**src/rtl/apb_master_bridge.sv**
```systemverilog
// APB requester: turns a valid/ready request into one APB transfer to GPIO or UART.
// It returns a one-cycle response, including for decode errors and wait-state timeouts.
module apb_master_bridge #(
  parameter int unsigned ADDR_W      = 32,
  parameter int unsigned DATA_W      = 32,
  parameter int unsigned SEL_LSB     = 12,
  parameter int unsigned TIMEOUT_CYC = 16
) (
  input  logic              PCLK,
  input  logic              PRESETn,
  input  logic              req_valid,
  output logic              req_ready,
  input  logic              req_write,
  input  logic [ADDR_W-1:0] req_addr,
  input  logic [DATA_W-1:0] req_wdata,
  input  logic [2:0]        req_prot,
  output logic              rsp_valid,
  output logic [DATA_W-1:0] rsp_rdata,
  output logic              rsp_err,
  output logic [1:0]        PSEL,
  output logic              PENABLE,
  output logic              PWRITE,
  output logic [ADDR_W-1:0] PADDR,
  output logic [DATA_W-1:0] PWDATA,
  output logic [2:0]        PPROT,
  input  logic [DATA_W-1:0] PRDATA,
  input  logic              PREADY,
  input  logic              PSLVERR
);

  localparam int unsigned CNT_W = $clog2(TIMEOUT_CYC) + 1;
  localparam logic [CNT_W-1:0] CNT_LAST = CNT_W'(TIMEOUT_CYC - 1);

  typedef enum logic [1:0] {
    S_IDLE   = 2'd0,
    S_SETUP  = 2'd1,
    S_ACCESS = 2'd2,
    S_DERR   = 2'd3
  } state_t;

  state_t             state_q, state_d;
  logic [1:0]         psel_q, psel_d;
  logic               penable_q, penable_d;
  logic               pwrite_q, pwrite_d;
  logic [ADDR_W-1:0]  paddr_q, paddr_d;
  logic [DATA_W-1:0]  pwdata_q, pwdata_d;
  logic [2:0]         pprot_q, pprot_d;
  logic               rsp_valid_q, rsp_valid_d;
  logic [DATA_W-1:0]  rsp_rdata_q, rsp_rdata_d;
  logic               rsp_err_q, rsp_err_d;
  logic [CNT_W-1:0]   cnt_q, cnt_d;

  always_ff @(posedge PCLK or negedge PRESETn) begin
    if (!PRESETn) begin
      state_q     <= S_IDLE;
      psel_q      <= '0;
      penable_q   <= 1'b0;
      pwrite_q    <= 1'b0;
      paddr_q     <= '0;
      pwdata_q    <= '0;
      pprot_q     <= '0;
      rsp_valid_q <= 1'b0;
      rsp_rdata_q <= '0;
      rsp_err_q   <= 1'b0;
      cnt_q       <= '0;
    end else begin
      state_q     <= state_d;
      psel_q      <= psel_d;
      penable_q   <= penable_d;
      pwrite_q    <= pwrite_d;
      paddr_q     <= paddr_d;
      pwdata_q    <= pwdata_d;
      pprot_q     <= pprot_d;
      rsp_valid_q <= rsp_valid_d;
      rsp_rdata_q <= rsp_rdata_d;
      rsp_err_q   <= rsp_err_d;
      cnt_q       <= cnt_d;
    end
  end

  always_comb begin
    state_d     = state_q;
    psel_d      = psel_q;
    penable_d   = penable_q;
    pwrite_d    = pwrite_q;
    paddr_d     = paddr_q;
    pwdata_d    = pwdata_q;
    pprot_d     = pprot_q;
    rsp_valid_d = 1'b0;
    rsp_rdata_d = rsp_rdata_q;
    rsp_err_d   = rsp_err_q;
    cnt_d       = cnt_q;

    case (state_q)
      S_IDLE: begin
        if (req_valid) begin
          // select field 1x is unmapped: answer with an error, leave the bus untouched
          if (req_addr[SEL_LSB+1]) begin
            state_d = S_DERR;
          end else begin
            state_d   = S_SETUP;
            psel_d    = req_addr[SEL_LSB] ? 2'b10 : 2'b01;
            penable_d = 1'b0;
            pwrite_d  = req_write;
            paddr_d   = req_addr;
            pwdata_d  = req_wdata;
            pprot_d   = req_prot;
          end
        end
      end
      S_SETUP: begin
        state_d   = S_ACCESS;
        penable_d = 1'b1;
        cnt_d     = '0;
      end
      S_ACCESS: begin
        if (PREADY) begin
          state_d     = S_IDLE;
          rsp_valid_d = 1'b1;
          rsp_rdata_d = pwrite_q ? '0 : PRDATA;
          rsp_err_d   = PSLVERR;
          psel_d      = '0;
          penable_d   = 1'b0;
        end else if (cnt_q == CNT_LAST) begin
          state_d     = S_IDLE;
          rsp_valid_d = 1'b1;
          rsp_rdata_d = '0;
          rsp_err_d   = 1'b1;
          psel_d      = '0;
          penable_d   = 1'b0;
        end else begin
          cnt_d = cnt_q + CNT_W'(1);
        end
      end
      S_DERR: begin
        state_d     = S_IDLE;
        rsp_valid_d = 1'b1;
        rsp_rdata_d = '0;
        rsp_err_d   = 1'b1;
      end
      default: state_d = S_IDLE;
    endcase
  end

  assign req_ready = (state_q == S_IDLE);
  assign rsp_valid = rsp_valid_q;
  assign rsp_rdata = rsp_rdata_q;
  assign rsp_err   = rsp_err_q;
  assign PSEL      = psel_q;
  assign PENABLE   = penable_q;
  assign PWRITE    = pwrite_q;
  assign PADDR     = paddr_q;
  assign PWDATA    = pwdata_q;
  assign PPROT     = pprot_q;

endmodule

```
**config.mk**
```make
export PLATFORM = sky130hd
export DESIGN_NAME = apb_master_bridge
export DESIGN_NICKNAME = d
export VERILOG_FILES = /design/src/rtl/apb_master_bridge.sv
export SDC_FILE = /design/constraint.sdc
export NUM_CORES = 1
export LEC_CHECK = 0
export BUFFER_PORTS_ARGS = -buffer_cell sky130_fd_sc_hd__buf_2
export CAP_MARGIN = 15
export CORE_MARGIN = 5
export CORE_UTILIZATION = 42
export DETAILED_ROUTE_END_ITERATION = 8
export PLACE_DENSITY = 0.77
export SLEW_MARGIN = 20
export SYNTH_ARGS = -nofsm -noshare
export SYNTH_HDL_FRONTEND = slang
export SYNTH_SLANG_ARGS = --single-unit
```
**constraint.sdc**
```tcl
create_clock -name PCLK -period 1.9 [get_ports PCLK]
set_input_delay 0 -clock PCLK [delete_from_list [all_inputs] [get_ports PCLK]]
set_output_delay 0 -clock PCLK [all_outputs]
set_load 0.01 [all_outputs]
```
Yosys cells after proc, flatten, opt, wreduce, memory -nomap -nowiden
Cells that the tools add are included.
{"block": "word_totals", "reg_bits": 111, "latch_bits": 0, "mem_bits_rw": 0, "rom_bits": 0, "input_bits": 105, "output_inout_bits": 106, "word_cells": 60, "memories": 0}
{"block": "classes", "add_sub_neg": 1, "mul": 0, "div_mod_pow": 0, "magnitude_cmp": 0, "eq_ne": 9, "shift": 0, "n_mux": 27, "n_bitwise": 1, "reduce_logical": 11}
{"cell": "$mux W32", "count": 3}
{"cell": "$pmux W32 S2", "count": 1}
{"cell": "$mux W2", "count": 7}
{"cell": "$mux W5", "count": 2}
{"cell": "$pmux W5 S2", "count": 1}
{"cell": "$mux W1", "count": 8}
{"cell": "$ne A2 B2 Y1 const B", "count": 4}
{"cell": "$pmux W2 S4", "count": 1}
{"cell": "$reduce_and A4 Y1", "count": 2}
{"cell": "$reduce_and A3 Y1", "count": 2}
{"cell": "$reduce_bool A2 Y1", "count": 3}
{"cell": "$add A5 B1 Y5 const B", "count": 1}
{"cell": "$eq A5 B4 Y1 const B", "count": 1}
{"cell": "$eq A2 B2 Y1 const B", "count": 2}
{"cell": "$pmux W1 S2", "count": 2}
{"cell": "$pmux W2 S2", "count": 1}
{"cell": "$reduce_and A2 Y1", "count": 2}
{"cell": "$ne A3 B3 Y1 const B", "count": 1}
{"cell": "$pmux W1 S3", "count": 1}
{"cell": "$reduce_bool A3 Y1", "count": 1}
{"cell": "$eq A2 B1 Y1 const B", "count": 1}
{"cell": "$logic_not A2 Y1", "count": 1}
{"cell": "$not A1 Y1", "count": 1}

Longest topological paths before layout
Gate-level depths: netlist of run 1.
{"block": "depth", "depth_word": 4, "ltp_mapped": 7, "mapped_depth_nobuf": 6}

Least setup slack after synthesis of run 1
No wires, ideal clock.
{"block": "synth_path", "path_kind": "register -> register", "start": "register cnt_q[0]", "end": "register cnt_q[3]", "setup_time_ns": 0.133, "t_arrival_ns": 1.751, "required_ns": 1.767, "path_slack_ns": 0.016, "path_stages_with_launch": 7, "n_path_buf": 0, "synth_period_minus_slack_ns": 1.884, "cell_sequence": "dfrtp_1 ha_1 and3_1 ha_1 or2_2 o311ai_0 nand3_1"}
{"block": "synth_via", "elab_chain_cells": 4, "word_cells_on_any_way": 7, "classes_between": "1 x add/sub; 2 x eq/ne; 3 x mux; 1 x reduce/logical"}
{"item": "start: declaration", "line": "51", "source": "logic [CNT_W-1:0] cnt_q, cnt_d;"}
{"item": "start signal: assignment", "line": "77", "source": "cnt_q <= cnt_d;"}
{"item": "$add A5 B1 Y5", "line": "132", "source": "cnt_d = cnt_q + CNT_W'(1);"}
{"item": "$mux W5", "line": "124", "source": "end else if (cnt_q == CNT_LAST) begin"}
{"item": "$mux W5", "line": "117", "source": "if (PREADY) begin"}
{"item": "$pmux W5 S2", "line": "94", "source": "case (state_q)"}
Several ways; a longest one is shown, not always the timed one. The select of a mux whose other input is x is not followed.
A chain may end at the register's enable or synchronous reset.

Worst setup path after layout of run 1
{"block": "layout_path", "start": "register cnt_q[1]", "end": "register cnt_q[0]"}
{"block": "layout_via", "elab_chain_cells": 3}
{"item": "$eq A5 B4 Y1", "line": "124"}
{"item": "$ne A2 B2 Y1 (no source line)"}
{"item": "$reduce_and A3 Y1 (no source line)"}
No other way between the ends.

==> results_dict.tcl, run 1 <==
set metrics [dict create \
    wl_um 12900 \
    r2r_start "cnt_q[1]$_DFFE_PN0P_" \
    startpoint_type "register" \
    post_synth_num_cell_types 36 \
    layout_min_cycle_time_ps 1870 \
    synth_area_leaders "dfrtp_1 (63%), mux2_2 (17%), a22o_1 (3.2%), nand3_1 (2.2%), o21ai_0 (2.0%)" \
    portBuffers 209 \
    grt_max_degree 54 \
    netSwitchingFraction 0.356 \
    finalSetupViolations 0 \
    crit_path_end_kind "register" \
    avgSynthCellArea_um2 13.9 \
    cpMostUsedCell "buf_6" \
    cts_buffer_depth 2 \
    yosysTopAreaCell "dfrtp_1" \
    p_leak_nw 3.43 \
    route.detailed.drc 0 \
    num-nets-final 744 \
    drtPass1Iterations 4 \
    synth_common_cells "dfrtp_1 (111), mux2_2 (67), nand2_1 (22), nand3_1 (19), o21ai_0 (18)" \
    top_layer "met4" \
    powerDensity_nw_per_um2 1390 \
    worstMarginPinSlew_ps 689 \
    ys_seq_elements 111 \
    yosysWarningCount 0 \
    netlist_instances 318 \
    cp_max_fo 6 \
    wire_per_inst_um 16.5 \
    tns_ps 0 \
    wirelength_met1_um 5020 \
    syn-cell-area_um2 4410 \
    route.antenna.remaining_nets 0 \
    cts_buffers 9 \
    start_util 0.429 \
    antenna_found_initial 0 \
    seq_power_share 0.418 \
    clkSlewWorstSetupHoldPaths_ps 100 \
    route.met3.wl_um 994 \
    cp_cell_sequence "ha_2 -> and3_4 -> ha_4 -> buf_6 -> o31ai_4 -> buf_6 -> inv_1 -> o2bb2ai_1" \
    hold_viol 0 \
    routed-via-count 3808 \
    clkPwrFrac 0.150 \
    min_period_over_period 0.983 \
    die_h_um 112 \
    pin_count 211 \
    layout-drive-gt1-share 0.497 \
    synth_ff_type "dfrtp_1" \
    cap_violations 0 \
    core_area_um2 10300 \
    cts_tree "done" \
    row_count 37 \
    ir_drop_v 0.000650 \
    crit_type "reg2reg" \
    drt-vias-per-instance 4.89 \
    intPower_mw 6.28 \
    grt.total_usage 0.202 \
    utilization 0.682 \
    status "complete, no violations" \
    area.growth.synth_to_final_pct 59.0 \
    clock_latency_ps 360 \
    drv_slew 0 \
    dieArea_um2 12600 \
    synth_edf_count 0 \
    skew_ps 13.5 \
    p_switching_mw 3.47 \
    synth_top_area_share 0.630 \
    rsz0062_at_grt "yes" \
    chipWidth_um 112 \
    cp_slowest_stage_delay_ps 400 \
    yosysMostFrequentCell "dfrtp_1" \
    grt_pass1_wl_um 20900 \
    max-slew-margin-rel 0.541 \
    grt.overflow.total 0 \
    hold_class "in2reg" \
    reg2reg_slack_ps 30 \
    wl_met2_um 6570 \
    slowest_stage "dfrtp_1" \
    worstPathArrival_ps 2100 \
    gp_congestion 0.766 \
    root_buffer "clkbuf_8" \
    synth_fp_nets 425 \
    critical_path.startpoint "cnt_q[1]$_DFFE_PN0P_" \
    cp.buffers_inverters 3 \
    min-delay-start "PREADY" \
    comb_power_share 0.432 \
    grt_pass1_vias 4161 \
    cp.required_ps 2140 \
    dp_hpwl_um 7950 \
    htreeDepth 3 \
    crit_family "buffers and inverters" \
    cts_sinks 111 \
    drt-initial-drc-count 169 \
    clock.fmax_mhz 536 \
    synthArstFlopShare 1.00 \
    yosysSeqAreaShare 0.630 \
]
-- routing by layer --
layer	track usage	vias up
met4	0.0601	0
met5	0	-
met2	0.362	188
met1	0.237	1825
li1	-	1769
met3	0.0555	26
-- kinds of logic (layout without fill, tap and decap cells) --
family / after synthesis / after routing / share of synthesized area
compound gates: 50 / 50 / 0.0800
fa+ha+maj: 2 / 2 / 0.00568
mux: 69 / 69 / 0.176
simple gates: 58 / 58 / 0.0681
flops: 111 / 111 / 0.630
buf+inv: 27 / 351 / 0.0395
other cells: 1 / 2 / 0.000851
-- power groups by stage --
stage | Combinational, mW | Clock [mW] | Sequential, mW
CTS | 3.98 | 1.53 | 4.05
floorplan | 1.60 | 0 | 4.57
detailed placement | 3.81 | 0 | 4.09
global route | 4.55 | 1.60 | 4.22
global placement | 3.67 | 0 | 4.01
finish | 4.21 | 1.47 | 4.07
-- sequential cells by signal, indices dropped and copies added, names as in the netlist --
name / flops
PWRITE: 1
PENABLE: 1
state_q: 2
PADDR: 31
cnt_q: 5
PPROT: 3
PSEL: 2
rsp_rdata: 32
rsp_err: 1
rsp_valid: 1
PWDATA: 32
-- layout by cell type (no fill, tap or decap), drive strengths merged, types with 3 or more instances in the layout --
master	n
a21oi	5
a22o	16
nand2	22
o21ai	18
mux2	67
dfrtp	111
nand3	19
nor2b	3
buf	225
inv	6
clkbuf	13
dlygate4sd3	103
nor3	3
-- final timing paths --
kind                                             to  cells after the start
max reg2reg                    cnt_q[0]$_DFFE_PN0P_                      8
min in group asynchronous     PADDR[19]$_DFFE_PN0P_                      2
min                            cnt_q[4]$_DFFE_PN0P_                      4
min reg2reg                rsp_rdata[5]$_DFFE_PN0P_                      2
max in group asynchronous     PADDR[28]$_DFFE_PN0P_                      3
max                            cnt_q[0]$_DFFE_PN0P_                      8
-- cell type report --
type / instances / area (µm²)
antenna: 1 / 2.50
inverter: 4 / 15.0
clock buffer: 10 / 138
timing repair buffer: 331 / 2340
multi-input combinational: 180 / 1490
clock inverter: 6 / 77.6
tap: 136 / 170
fill: 701 / 3270
sequential: 111 / 2780
-- worst register-to-register path: stages, from the launching register on --
cell       delay, ps
dfrtp_1          400
ha_2             200
and3_4           190
ha_4             160
buf_6            120
o31ai_4          240
buf_6            190
inv_1            120
o2bb2ai_1        150
-- through the flow --
| stage | total power, mW | std cells | setup WS (ps) | hold slack, ps | area [µm²] |
|---|---|---|---|---|---|
| finish | 9.75 | 779 | 33.0 | 155 | 7010 |
| detailed placement | 7.90 | 653 | 18.1 | 88.1 | 5620 |
| floorplan | 6.17 | 318 | 15.9 | -296 | 4410 |
| global placement | 7.69 | 653 | 25.9 | 76.1 | 5620 |
| CTS | 9.55 | 772 | 2.68 | 110 | 6870 |
| global route | 10.4 | 778 | -22.7 | 187 | 7010 |
-- what timing repair did --
action | CTS | global route
buffers inserted | 0 | 2
resized for setup | 0 | 12
hold buffers | 103 | 0
setup endpoints to repair | 0 | 39
hold endpoints to repair | 155 | 0
(Power assumes the default switching activity.)
==> run 2, diff against run 1 <==
ABC_AREA = 1   (was default)
CORE_UTILIZATION = 23   (was 42)
PLACE_DENSITY = default   (was 0.77)
==> results_dict.tcl, run 2 <==
set metrics [dict create \
    status "complete, no violations" \
    utilization 0.379 \
    grt.overflow.total 0 \
    ys_seq_elements 111 \
    crit_type "reg2reg" \
    portBuffers 209 \
    chipWidth_um 148 \
    wl_um 14500 \
    yosysSeqAreaShare 0.631 \
    cts_buffers 9 \
    startpoint_type "register" \
    finalSetupViolations 0 \
    crit_path_end_kind "register" \
    skew_ps 8.08 \
    start_util 0.235 \
    yosysTopAreaCell "dfrtp_1" \
    powerDensity_nw_per_um2 1410 \
    grt_pass1_wl_um 23000 \
    yosysWarningCount 0 \
    clkSlewWorstSetupHoldPaths_ps 80 \
    final_common_cell "nand2_1" \
    hold_class "in2reg" \
    synth_area_leaders "dfrtp_1 (63%), nand2_1 (23%), o21ai_1 (3.3%), nand3_1 (1.9%), buf_2 (1.3%)" \
    synth_top_area_share 0.631 \
    tns_ps 0 \
    most-common-layout-cells "nand2_1 (272), buf_2 (208), dfrtp_1 (111)" \
    row_count 50 \
    clock.fmax_mhz 589 \
    clkPwrFrac 0.222 \
    hold_viol 0 \
    synthArstFlopShare 1.00 \
    yosysMostFrequentCell "nand2_1" \
    syn-cell-area_um2 4400 \
    layout-drive-gt1-share 0.297 \
    synth_edf_count 0 \
    netlist_instances 502 \
    route.detailed.drc 0 \
    drtPass1Iterations 4 \
    netSwitchingFraction 0.366 \
    comb_power_share 0.377 \
    cap_violations 0 \
    htreeDepth 3 \
    antenna_found_initial 1 \
    cts_tree "done" \
    intPower_mw 6.36 \
    grt_max_degree 64 \
    multi_input_area_um2 1440 \
    cts_buffer_depth 2 \
    cts_sinks 111 \
    routed-via-count 4339 \
    root_buffer "clkbuf_16" \
    drv_slew 0 \
    fillers 1829 \
    drt-initial-drc-count 167 \
    worstPathArrival_ps 1920 \
    die_h_um 148 \
    seq_power_share 0.402 \
    area.growth.synth_to_final_pct 61.7 \
    core_area_um2 18800 \
    layout_min_cycle_time_ps 1700 \
    dieArea_um2 22000 \
    power_mw 10.0 \
    gp_congestion 0.742 \
    cp_max_fo 18 \
    regArea_um2 2780 \
    dp_hpwl_um 9570 \
    p_switching_mw 3.67 \
    drt-vias-per-instance 4.14 \
    cp.required_ps 2120 \
    rsz0062_at_grt "no" \
    ir_drop_v 0.000542 \
    synth_ff_type "dfrtp_1" \
    post_synth_num_cell_types 23 \
    wire_per_inst_um 13.8 \
    avgSynthCellArea_um2 8.77 \
    grt_pass1_vias 4362 \
    synth_common_cells "nand2_1 (274), dfrtp_1 (111), o21ai_1 (29), nand3_1 (17), inv_1 (12)" \
    min_period_over_period 0.893 \
    num-nets-final 917 \
    route.antenna.remaining_nets 0 \
    clock_latency_ps 340 \
    pin_count 211 \
    grt.total_usage 0.130 \
    p_leak_nw 3.86 \
    synth_fp_nets 609 \
]
[run 2: power by group through the flow]
stage / Combinational [mW] / Sequential, mW / Clock [mW]
6_report: 3.78 / 4.03 / 2.22
4_1_cts: 3.83 / 4.02 / 2.32
3_3_place_gp: 3.58 / 4.05 / 0
2_1_floorplan: 1.42 / 4.52 / 0
5_1_grt: 4.25 / 4.17 / 2.39
3_5_place_dp: 3.67 / 4.02 / 0
[run 2: cells by family (layout without fill, tap and decap cells)]
group | Yosys count | count (layout) | synth area share
AOI/OAI and AO/OA | 39 | 39 | 0.0443
adders and majority gates | 2 | 2 | 0.00568
buffers and inverters | 40 | 352 | 0.0441
DFF | 111 | 111 | 0.631
other | 1 | 2 | 0.000852
and+or+nand+nor | 309 | 309 | 0.274
[run 2: worst max-delay path: stages (launching register included)]
cell     delay, ps
dfrtp_1        420
ha_1           220
nand2_1         80
nor2_1          40
ha_1           180
nor2_2         120
nand2_1         80
nand2_2        100
buf_4          220
o21ai_0        110
[run 2: path summary, 6_finish.rpt]
kind | from | end | slack (ps) | cells after the start
setup / recovery | cnt_q[0]$_DFFE_PN0P_ | rsp_rdata[22]$_DFFE_PN0P_ | 200 | 9
setup reg to reg | cnt_q[0]$_DFFE_PN0P_ | rsp_rdata[22]$_DFFE_PN0P_ | 200 | 9
hold / removal | PREADY | rsp_err$_DFFE_PN0P_ | 20 | 4
max in group asynchronous | PRESETn | PWDATA[17]$_DFFE_PN0P_ | 1130 | 3
hold reg to reg | PWDATA[1]$_DFFE_PN0P_ | PWDATA[1]$_DFFE_PN0P_ | 470 | 2
min in group asynchronous | PRESETn | PADDR[14]$_DFFE_PN0P_ | 160 | 2
[run 2: through the flow]
step / instance area, µm² / worst slack [ps] / hold WS [ps] / std cells
floorplan: 4400 / 230 / -296 / 502
global placement: 5730 / 204 / -17.3 / 930
detailed placement: 5730 / 177 / -20.4 / 930
CTS: 7110 / 153 / 7.21 / 1048
global route: 7120 / 21.4 / 53.4 / 1049
finish: 7120 / 204 / 16.1 / 1049
[run 2: area by class of cell]
type	count	share of cell area
sequential	111	0.390
timing repair buffer	322	0.310
multi-input combinational	351	0.202
tap	234	0.0411
clock buffer	12	0.0360
clock inverter	3	0.0127
inverter	15	0.00791
antenna	1	0.000352
[run 2: routing by layer]
layer | vias up | global-route usage | wire length, µm
met4 | 0 | 0.0448 | 278
li1 | 2159 | - | -
met3 | 18 | 0.0408 | 1280
met5 | - | 0 | 0
met1 | 1969 | 0.166 | 6590
met2 | 193 | 0.210 | 6330
[run 2: what timing repair did]
action | in CTS | in global routing
resized for setup | 0 | 2
hold endpoints to repair | 170 | 0
setup endpoints to repair | 0 | 27
hold buffers | 103 | 0
buffers inserted | 0 | 0
==> run 3, diff against run 2 <==
==> constraint.sdc (replaced) <==
create_clock -name PCLK -period 1.9 [get_ports PCLK]
set_input_delay 0.285 -clock PCLK [delete_from_list [all_inputs] [get_ports PCLK]]
set_output_delay 0.285 -clock PCLK [all_outputs]
set_load 0.01 [all_outputs]
==> results_dict.tcl, run 3 (synthesis gave the netlist of run 2 again) <==
set metrics [dict create \
    status "complete, no violations" \
    worstMarginPinSlew_ps 737 \
    reg2reg_slack_ps 200 \
    core_area_um2 18800 \
    portBuffers 209 \
    clock_latency_ps 350 \
    hold_class "in2reg" \
    final_common_cell "nand2_1" \
    drtPass1Iterations 4 \
    cp_max_fo 18 \
    start_util 0.235 \
    die_h_um 148 \
    cts_sinks 111 \
    ir_drop_v 0.000554 \
    comb_power_share 0.371 \
    dieArea_um2 22000 \
    crit_cells 9 \
    drv_slew 0 \
    routed-via-count 3921 \
    drt-vias-per-instance 4.14 \
    cp.buffers_inverters 1 \
    rsz0062_at_grt "no" \
    cts_buffers 9 \
    dp_hpwl_um 9490 \
    root_buffer "clkbuf_16" \
    utilization 0.324 \
    crit_type "reg2reg" \
    cts_buffer_depth 2 \
    rr_endpoint "rsp_rdata[22]$_DFFE_PN0P_" \
    antenna_found_initial 2 \
    critical_path.startpoint "cnt_q[0]$_DFFE_PN0P_" \
    fillers 2003 \
    p_switching_mw 3.64 \
    gp_congestion 0.751 \
    num-nets-final 816 \
    grt.overflow.total 0 \
    power_mw 9.67 \
    grt_pass1_vias 3907 \
    tns_ps 0 \
    grt.total_usage 0.117 \
    crit_family "simple AND/OR/NAND/NOR gates" \
    cp.required_ps 2130 \
    drt-initial-drc-count 172 \
    cp_cell_sequence "ha_1 -> nand2_1 -> nor2_1 -> ha_1 -> nor2_2 -> nand2_1 -> nand2_2 -> buf_4 -> o21ai_0" \
    worstHoldPathCells 3 \
    route.antenna.remaining_nets 0 \
    wire_per_inst_um 13.8 \
    post_cts_buffers 0 \
    powerDensity_nw_per_um2 1590 \
    slowest_stage "dfrtp_1" \
    cts_tree "done" \
    pin_count 211 \
    layout-drive-gt1-share 0.340 \
    reg2reg_depth 9 \
    r2r_start "cnt_q[0]$_DFFE_PN0P_" \
    seq_power_share 0.415 \
    finalSetupViolations 0 \
    min_period_over_period 0.895 \
    skew_ps 10.0 \
    final_area_um2 6090 \
    grt_max_degree 68 \
    clock.fmax_mhz 588 \
    max-slew-margin-rel 0.509 \
    route.detailed.drc 0 \
    clkPwrFrac 0.215 \
    cp_slowest_stage_delay_ps 420 \
    most-common-layout-cells "nand2_1 (273), buf_2 (208), dfrtp_1 (111)" \
    chipWidth_um 148 \
    layout_min_cycle_time_ps 1700 \
    p_leak_nw 3.43 \
    row_count 50 \
    netSwitchingFraction 0.376 \
    htreeDepth 3 \
    critPathCapture "rsp_rdata[22]$_DFFE_PN0P_" \
    grt_pass1_wl_um 20600 \
    intPower_mw 6.03 \
    area.growth.synth_to_final_pct 38.3 \
    worstPathArrival_ps 1930 \
    antenna_cells 0 \
    whs_ps 123 \
    hold_viol 0 \
    clkSlewWorstSetupHoldPaths_ps 80 \
    startpoint_type "register" \
    cap_violations 0 \
    placed_area_um2 5750 \
    wl_um 13100 \
    crit_path_end_kind "register" \
]
==> run 3: cell count changes in the layout (fill, tap and decap cells not counted), sizes merged <==
cell         before  now
clkinv            0    2
inv              15   17
dlygate4sd3     103    1
clkbuf           12   10
diode             1    0
buf             219  220
bufinv            3    2
==> run 3: metal layers <==
metal | GRT usage | wire, µm
met5 | 0 | 27
met1 | 0.160 | 6170
met4 | 0.0374 | 176
met2 | 0.175 | 5440
met3 | 0.0420 | 1250
==> run 3: cell type report <==
class,instances,area (µm²),area share
Multi-Input combinational cell,351,1440,0.236
Inverter,15,56.3,0.00925
Tap cell,234,293,0.0481
Sequential cell,111,2780,0.456
Clock inverter,6,91.3,0.0150
Timing Repair Buffer,221,1200,0.198
Clock buffer,10,229,0.0376
==> run 3: stage by stage <==
step,cells,setup WS (ps)
after detailed placement,931,151
after floorplan,502,230
after global routing,948,2.34
after CTS,948,140
after global placement,931,197
final,948,200
==> run 3: power groups by stage <==
stage / clock (mW) / sequential [mW] / combinational [mW]
after global placement: 0 / 4.05 / 3.61
after detailed placement: 0 / 4.01 / 3.69
final: 2.08 / 4.01 / 3.58
after global routing: 2.24 / 4.15 / 4.05
after floorplan: 0 / 4.52 / 1.42
after CTS: 2.16 / 4.01 / 3.68
==> run 3: what timing repair did <==
action,4_1_cts,5_1_grt
endpoints found under the hold margin,11,0
setup endpoints to repair,0,25
hold buffers,1,0
gates resized for setup,0,1
==> run 3: how the worst min path moves through the flow <==
| stage | start | to | slack [ps] |
|---|---|---|---|
| after detailed placement | PRESETn | PADDR[22]$_DFFE_PN0P_ | 170 |
| after floorplan | PRESETn | PADDR[0]$_DFFE_PN0P_ | -10 |
| after CTS | req_addr[23] | PADDR[23]$_DFFE_PN0P_ | 100 |
| final | req_addr[23] | PADDR[23]$_DFFE_PN0P_ | 120 |
| after global placement | PRESETn | PADDR[22]$_DFFE_PN0P_ | 170 |
| after global routing | req_addr[2] | PADDR[2]$_DFFE_PN0P_ | 110 |
==> run 3: worst register-to-register path, cell delays in order (launching register included) <==
cell	delay, ps
dfrtp_1	420
ha_1	230
nand2_1	80
nor2_1	50
ha_1	180
nor2_2	130
nand2_1	80
nand2_2	110
buf_4	220
o21ai_0	110
